===== config.mk =====
export PLATFORM = sky130hd
export DESIGN_NAME = mem_port_arbiter
export DESIGN_NICKNAME = d
export VERILOG_FILES = /design/src/rtl/mem_port_arbiter_pkg.sv /design/src/rtl/mem_port_arbiter_lat_cnt.sv /design/src/rtl/mem_port_arbiter.sv
export SDC_FILE = /design/constraint.sdc
export NUM_CORES = 1
export LEC_CHECK = 0
export BUFFER_PORTS_ARGS = -buffer_cell sky130_fd_sc_hd__buf_2
export CAP_MARGIN = 10
export CORE_ASPECT_RATIO = 0.7
export CORE_MARGIN = 4
export CORE_UTILIZATION = 43
export DETAILED_ROUTE_END_ITERATION = 10
export PLACE_DENSITY = 0.82
export SYNTH_ARGS = -nofsm -noshare
export SYNTH_HDL_FRONTEND = slang
export SYNTH_HIERARCHICAL = 1
export SYNTH_SLANG_ARGS = --single-unit

===== constraint.sdc =====
create_clock -name clk -period 3.7 [get_ports clk]
set_input_delay 0.37 -clock clk [delete_from_list [all_inputs] [get_ports clk]]
set_output_delay 0.37 -clock clk [all_outputs]
set_load 0.01 [all_outputs]

===== src/rtl/mem_port_arbiter_pkg.sv =====
// Shared definitions for the memory port arbiter: FSM state encoding and
// parameter defaults.
package mem_port_arbiter_pkg;

  typedef enum logic [1:0] {
    ST_IDLE    = 2'd0,
    ST_BUSY_IF = 2'd1,
    ST_BUSY_D  = 2'd2
  } arb_state_t;

  localparam int MEM_LAT_DEF    = 2;
  localparam int STARVE_MAX_DEF = 2;
  localparam int LAT_W          = 3;

endpackage


===== src/rtl/mem_port_arbiter_lat_cnt.sv =====
// Loadable 3-bit down-counter that counts down to zero and then holds there.
// The done output is high whenever the count is zero.
module arb_lat_cnt
  import mem_port_arbiter_pkg::*;
(
  input  logic             clk,
  input  logic             reset,
  input  logic             load,
  input  logic [LAT_W-1:0] load_val,
  output logic             done
);

  logic [LAT_W-1:0] cnt;

  always_ff @(posedge clk or posedge reset) begin
    if (reset) begin
      cnt <= '0;
    end else if (load) begin
      cnt <= load_val;
    end else if (cnt != '0) begin
      cnt <= cnt - LAT_W'(1);
    end
  end

  assign done = (cnt == '0);

endmodule


===== src/rtl/mem_port_arbiter.sv =====
// Single-port memory arbiter shared by instruction fetch and the MEM stage.
// state      | meaning
// ST_IDLE    | accepting requests; ack of the previous access may be visible
// ST_BUSY_IF | fetch access in flight, waiting for the latency count to run out
// ST_BUSY_D  | data access in flight, waiting for the latency count to run out
module mem_port_arbiter
  import mem_port_arbiter_pkg::*;
#(
  parameter int MEM_LAT    = MEM_LAT_DEF,
  parameter int STARVE_MAX = STARVE_MAX_DEF
) (
  input  logic        clk,
  input  logic        reset,
  input  logic        if_req,
  input  logic [31:0] if_addr,
  output logic        if_ack,
  output logic [31:0] if_rdata,
  input  logic        d_req,
  input  logic        d_we,
  input  logic [31:0] d_addr,
  input  logic [31:0] d_wdata,
  output logic        d_ack,
  output logic [31:0] d_rdata,
  output logic        mem_en,
  output logic        mem_we,
  output logic [31:0] mem_addr,
  output logic [31:0] mem_wdata,
  input  logic [31:0] mem_rdata,
  output logic        stall_if,
  output logic        stall_mem
);

  localparam int SW = (STARVE_MAX < 1) ? 1 : $clog2(STARVE_MAX + 1);
  localparam logic [SW-1:0] STREAK_TOP = SW'(STARVE_MAX);

  arb_state_t    state, state_nxt;
  logic [SW-1:0] streak;
  logic          acc_we;
  logic          elig_if, elig_d, pick_d, pick_if, grant;
  logic          cnt_done, finish;

  // A requester whose ack is showing this cycle has already been served.
  assign elig_if = if_req & ~if_ack;
  assign elig_d  = d_req & ~d_ack;
  assign pick_d  = elig_d & (~elig_if | (streak != STREAK_TOP));
  assign pick_if = elig_if & ~pick_d;
  assign grant   = (state == ST_IDLE) & (pick_d | pick_if);
  assign finish  = (state != ST_IDLE) & cnt_done;

  assign stall_if  = if_req & ~if_ack;
  assign stall_mem = d_req & ~d_ack;

  arb_lat_cnt u_lat_cnt (
    .clk      (clk),
    .reset    (reset),
    .load     (grant),
    .load_val (LAT_W'(MEM_LAT)),
    .done     (cnt_done)
  );

  always_ff @(posedge clk or posedge reset) begin
    if (reset) begin
      state <= ST_IDLE;
    end else begin
      state <= state_nxt;
    end
  end

  always_comb begin
    state_nxt = state;
    case (state)
      ST_IDLE: begin
        if (pick_d) begin
          state_nxt = ST_BUSY_D;
        end else if (pick_if) begin
          state_nxt = ST_BUSY_IF;
        end
      end
      ST_BUSY_IF, ST_BUSY_D: begin
        if (cnt_done) begin
          state_nxt = ST_IDLE;
        end
      end
      default: state_nxt = ST_IDLE;
    endcase
  end

  always_ff @(posedge clk or posedge reset) begin
    if (reset) begin
      mem_en    <= 1'b0;
      mem_we    <= 1'b0;
      mem_addr  <= '0;
      mem_wdata <= '0;
      acc_we    <= 1'b0;
      if_ack    <= 1'b0;
      d_ack     <= 1'b0;
      if_rdata  <= '0;
      d_rdata   <= '0;
      streak    <= '0;
    end else begin
      mem_en <= grant;
      mem_we <= grant & pick_d & d_we;
      if_ack <= finish & (state == ST_BUSY_IF);
      d_ack  <= finish & (state == ST_BUSY_D);
      if (grant) begin
        mem_addr <= pick_d ? d_addr : if_addr;
        acc_we   <= pick_d & d_we;
        if (pick_d) begin
          mem_wdata <= d_wdata;
        end
      end
      if (finish && (state == ST_BUSY_IF)) begin
        if_rdata <= mem_rdata;
      end
      if (finish && (state == ST_BUSY_D) && !acc_we) begin
        d_rdata <= mem_rdata;
      end
      // Streak only counts data wins taken while fetch was waiting.
      if (grant && pick_if) begin
        streak <= '0;
      end else if (grant && pick_d && if_req && (streak != STREAK_TOP)) begin
        streak <= streak + SW'(1);
      end
    end
  end

endmodule


# ---- Word level (Yosys, flattened, before mapping)
# Cells that the tools add are included.
dict set report classes {
  n_eq_ne 5
  n_addsub 2
  mux 9
  n_reduce_logical 17
  n_bitwise 17
}
# op count
set op_table {}
lappend op_table {{$mux 32} 1}
lappend op_table {{$and 1x1->1} 11}
lappend op_table {{$mux 2} 5}
lappend op_table {{$logic_and 1x1->1} 7}
lappend op_table {{$mux 3} 2}
lappend op_table {{$reduce_bool 2->1} 3}
lappend op_table {{$ne 2x2->1 const B} 2}
lappend op_table {{$not 1->1} 4}
lappend op_table {{$pmux 2 s2} 1}
lappend op_table {{$reduce_and 2->1} 2}
lappend op_table {{$logic_not 3->1} 1}
lappend op_table {{$ne 3x3->1 const B} 1}
lappend op_table {{$reduce_bool 3->1} 1}
lappend op_table {{$sub 3x1->3 const B} 1}
lappend op_table {{$add 2x1->2 const B} 1}
lappend op_table {{$eq 2x1->1 const B} 1}
lappend op_table {{$eq 2x2->1 const B} 1}
lappend op_table {{$logic_not 2->1} 1}
lappend op_table {{$or 1x1->1} 2}
lappend op_table {{$reduce_or 2->1} 1}
lappend op_table {{$logic_not 1->1} 1}
dict set report word_totals {
  input_bits 133
  output_inout_bits 134
  ff_bits 140
  word_cells 62
}

# ---- Logic depth before layout (Yosys ltp)
dict set report depth {
  ltp_word 14
  ltp_mapped 9
}

# ---- Hierarchy
# The synthesis kept the hierarchy.
# module instances cells_per_inst area_per_inst_um2
set modules_own_cells {}
lappend modules_own_cells {mem_port_arbiter 1 440 5973.2}
lappend modules_own_cells {arb_lat_cnt 1 22 205.2}

# ---- Worst setup path before layout
# Ideal clock, no wire load.
dict set report synth_timing {
  path_kind {register to register}
  start {reg u_lat_cnt.cnt[0]}
  end {reg d_rdata[20]}
  n_path_buf 2
  arrival_time_ps 1740
  slack_ps 1835
  stages_incl_launch_ff 10
  required_ps 3575
  cell_sequence {dfrtp_1 > inv_1 > ha_1 > nand2b_1 > inv_1 > and3b_1 > nor2b_1 > clkbuf_1 > buf_4 > mux2_2}
}
dict set report synth_between {
  elab_chain_len 4
}
# item line
set synth_lines {}
lappend synth_lines {{from (decl)} mem_port_arbiter_lat_cnt.sv:13} ;# logic [LAT_W-1:0] cnt;
lappend synth_lines {{from (signal assigned)} mem_port_arbiter_lat_cnt.sv:19} ;# cnt <= load_val;
lappend synth_lines {{from (signal assigned)} mem_port_arbiter_lat_cnt.sv:21} ;# cnt <= cnt - LAT_W'(1);
lappend synth_lines {{$logic_not 3->1} mem_port_arbiter_lat_cnt.sv:25} ;# assign done = (cnt == '0);
lappend synth_lines {{net cnt_done} mem_port_arbiter.sv:40} ;# logic cnt_done, finish;
lappend synth_lines {{$and 1x1->1} mem_port_arbiter.sv:48} ;# assign finish = (state != ST_IDLE) & cnt_done;
lappend synth_lines {{$logic_and 1x1->1 (2 in a row)} mem_port_arbiter.sv:115} ;# if (finish && (state == ST_BUSY_D) && !acc_we) begin
lappend synth_lines {{to (signal assigned)} mem_port_arbiter.sv:116} ;# d_rdata <= mem_rdata;
lappend synth_lines {{to (decl)} mem_port_arbiter.sv:23} ;# output logic [31:0] d_rdata,
# The timed path passes the listed nets, and every way through them passes these cells.
# A chain may end at the register's enable or synchronous reset.

# ---- Worst setup path in the final report
dict set report layout_timing {
  start {reg state[1]}
  end {reg if_rdata[31]}
}
dict set report layout_between {
  elab_chain_len 3
  elab_cells_between_ends 4
}
# item line
set layout_lines {}
lappend layout_lines {{from (decl)} mem_port_arbiter.sv:36} ;# arb_state_t state, state_nxt;
lappend layout_lines {{from (signal assigned)} mem_port_arbiter.sv:65} ;# state <= state_nxt;
lappend layout_lines {{$reduce_bool 2->1} mem_port_arbiter.sv:48}
lappend layout_lines {{$and 1x1->1} mem_port_arbiter.sv:48}
lappend layout_lines {{$logic_and 1x1->1 (*)} mem_port_arbiter.sv:112} ;# if (finish && (state == ST_BUSY_IF)) begin
lappend layout_lines {{to (signal assigned)} mem_port_arbiter.sv:113} ;# if_rdata <= mem_rdata;
lappend layout_lines {{to (decl)} mem_port_arbiter.sv:17} ;# output logic [31:0] if_rdata,
# Mark *: on every way between the ends. The rest lies on a longest branch, timed or not.

==> out/metrics.csv <==
stage;metric;value;unit
floorplanning;Die H;108.3;um
placed_design;Setup WS pre-CTS;0.9111;ns
worst_setup_path;Reg2Reg Depth;5;
finish;fillers;1156;
drt;vias post-DR;4786;
finish;Area Growth Syn to Fin;33.84;%
synthesis;Post-synth ARST share;1.000;
power;leak pwr;4.131;nW
power;Sw Ratio;0.3387;
global_routing;vias in the first global route;4864;
sta;Slew HR;0.2972;
placed_design;hpwl dp;11250;um
power;Int Power;4.685;mW
worst_setup_path;Req. time, crit path;3.97;ns
finish;register area;3503;um^2
floorplanning;# IOs;267;
finish;most common cell after layout, fill and taps aside;buf_2;
synthesis;register area share after synthesis;0.5670;
sta;Final TNS setup;0;ns
power;Worst IR Drop VDD;0.4335;mV
finish;fin cells;920;
floorplanning;die area;16380;um^2
global_routing;initial antenna violation count;0;
synthesis;prevailing post-synth register cell;dfrtp_1;
power;Clk pwr share;0.243;
power;Power Dens Cells;856.7;nW/um^2
sta;max frequency;365.1;MHz
power;Comb pwr share;0.381;
finish;layout cells sized above 1;0.5534;
sta;Worst Tran Pin Value;1.052;ns
finish;commonest non-fill, non-tap cells in the layout;buf_2 (266), dfrtp_1 (140), mux2_2 (87);
placed_design;gpl congestion;0.7858;
drt;drt drc;0;
clock_tree;CTS tree;done;
clock_tree;clock slew at reported path FFs;0.06;ns
clock_tree;H-tree levels;4;
synthesis;YS warnings;6;
worst_setup_path;Worst Setup Start Kind;flop;
synthesis;post-synthesis register bit count;140;
synthesis;syn avg cell area;13.37;um^2
power;Flop pwr share;0.376;
drt;total wire length;15860;um
clock_tree;clk_lat worst skew;0.40;ns
clock_tree;Setup Fix Bufs, Post-CTS;0;
floorplanning;CORE AREA;14010;um^2
synthesis;Netlist Area Pre-Place;6178;um^2
global_routing;grt ovf;0;
global_routing;pin count of the biggest net entering global routing;51;
worst_setup_path;CP Class;reg -> reg;
synthesis;Synth cell types;36;
drt;drt pass-1 iters;4;
sta;Slew Limit Fails;0;
sta;clock skew;0.008747;ns
drt;vias per inst;5.202;
placed_design;Port Buffer Count;266;
clock_tree;Num CTS Buffers;17;
finish;Multi-input gate area;2422;um^2
min_path;worst hold-check path type;in -> reg;
power;Total Power;7.085;mW
global_routing;global-route wire length before repair;24910;um
min_path;hold path cells;2;
clock_tree;Root Driver;clkbuf_16;
finish;fin nets;856;
floorplanning;Die X-Extent;151.3;um
sta;RSZ-0062 raised after global routing;false;
finish;n_diodes;0;
worst_setup_path;Setup crit end kind;flop;
power;Psw;2.400;mW
global_routing;GRT Util Overall;0.1904;
synthesis;post-synthesis cell count;462;
clock_tree;clock sinks;140;
drt;ANT nets after route;0;
clock_tree;Clock Tree Buf Depth;2;
run;maxcap violations;0;
sta;endpoints failing setup;0;
placed_design;Placed Cells;887;
synthesis;EDFF count, synth;0;
worst_setup_path;CP max FO;34;
drt;DR WL/cell;17.24;um
worst_setup_path;CP arrival;3.01;ns
sta;Worst Setup Slack, final;0.9612;ns
floorplanning;# rows;36;
sta;Final Hold Vio Count;0;
drt;DR iter-0 viols;259;
floorplanning;starting density of the core;0.4411;
finish;Finished Core Util;0.5903;
sta;part of the cycle the worst path needs;0.7402;
sta;Min Clock Period, post-route;2.739;ns
outcome;outcome;complete, no violations;
[path summary, 6_finish.rpt]
path / end / slack (ns) / startpoint
max: if_rdata[31] / 0.96 / state[1]
min: mem_wdata[5] / 0.18 / d_wdata[5]
max reg2reg: if_rdata[31] / 0.96 / state[1]
min reg2reg: streak[0] / 0.47 / streak[0]
max in group asynchronous: d_rdata[5] / 2.15 / reset
min in group asynchronous: u_lat_cnt/cnt[0] / 0.42 / reset
[cell families after synthesis]
| logic type | count (synthesis) | share of synthesized area |
|---|---|---|
| AND/OR/NAND/NOR | 54 | 0.07108 |
| buffers and inverters | 57 | 0.04313 |
| adder cells (fa/ha/maj) | 6 | 0.01215 |
| AO/OA/AOI/OAI | 105 | 0.1270 |
| multiplexers | 98 | 0.1784 |
| other | 2 | 0.001216 |
| flip-flops | 140 | 0.5670 |
[synth_stat cells (2+ instances only)]
cell / number / area [um^2]
buf_4: 3 / 22.52
mux2_1: 10 / 112.6
nand2b_1: 3 / 18.77
clkbuf_1: 25 / 93.84
buf_2: 9 / 45.04
a2bb2oi_1: 32 / 280.3
conb_1: 2 / 7.510
nor2b_1: 5 / 31.28
inv_2: 3 / 11.26
o21ai_1: 2 / 10.01
dfrtp_1: 140 / 3503
ha_1: 6 / 75.07
and3b_1: 34 / 297.8
a31oi_1: 2 / 12.51
a221oi_1: 33 / 289.0
o21ai_0: 31 / 155.2
nor4b_1: 2 / 17.52
buf_6: 4 / 45.04
mux2_2: 87 / 979.7
inv_1: 13 / 48.80
[power groups by stage]
stage / sequential (mW) / clock [mW] / combinational [mW]
finish: 2.66 / 1.72 / 2.70
global route: 2.76 / 1.85 / 2.95
CTS: 2.67 / 1.78 / 2.74
detailed placement: 2.68 / 0 / 2.74
global placement: 2.65 / 0 / 2.68
floorplan: 3.01 / 0 / 1.29
[critical path, stage by stage (launching register included)]
cell and delay (ns):
dfrtp_1 0.37, inv_1 0.07, ha_1 0.25, inv_2 0.48
nand3_2 0.84, mux2_2 0.57
[metal layers]
| metal | GRT usage | wire length [um] | vias to the layer above |
|---|---|---|---|
| met5 | 0 | 0 | - |
| met4 | 0.04528 | 94 | 0 |
| met3 | 0.05739 | 1429 | 6 |
| met2 | 0.3008 | 7329 | 207 |
| met1 | 0.2592 | 7006 | 2342 |
| li1 | - | - | 2231 |
[flip-flops by register name, summed over array words and instances (netlist names)]
| register | cells |
|---|---|
| mem_wdata | 32 |
| mem_we | 1 |
| if_ack | 1 |
| mem_addr | 32 |
| state | 2 |
| u_lat_cnt/cnt | 3 |
| if_rdata | 32 |
| d_ack | 1 |
| mem_en | 1 |
| acc_we | 1 |
| streak | 2 |
| d_rdata | 32 |
[what timing repair did]
action,CTS,global route
gates resized for setup,0,0
hold endpoints to repair,3,0
hold buffers,1,0
[layout make-up]
| class | count | share of cell area |
|---|---|---|
| clock inverter | 13 | 0.01876 |
| tap | 190 | 0.02875 |
| inverter | 16 | 0.007717 |
| multi-input combinational | 266 | 0.2929 |
| clock buffer | 19 | 0.05477 |
| timing repair buffer | 276 | 0.1734 |
| sequential | 140 | 0.4237 |
[per-stage QoR]
stage | hold slack (ns) | instance area [um^2]
finish | 0.1802 | 8269
floorplan | 0.1236 | 6186
detailed placement | 0.2714 | 7651
CTS | 0.1585 | 8269
global placement | 0.2781 | 7651
global route | 0.1754 | 8269
Note: power is estimated with default switching activity, not from simulation.
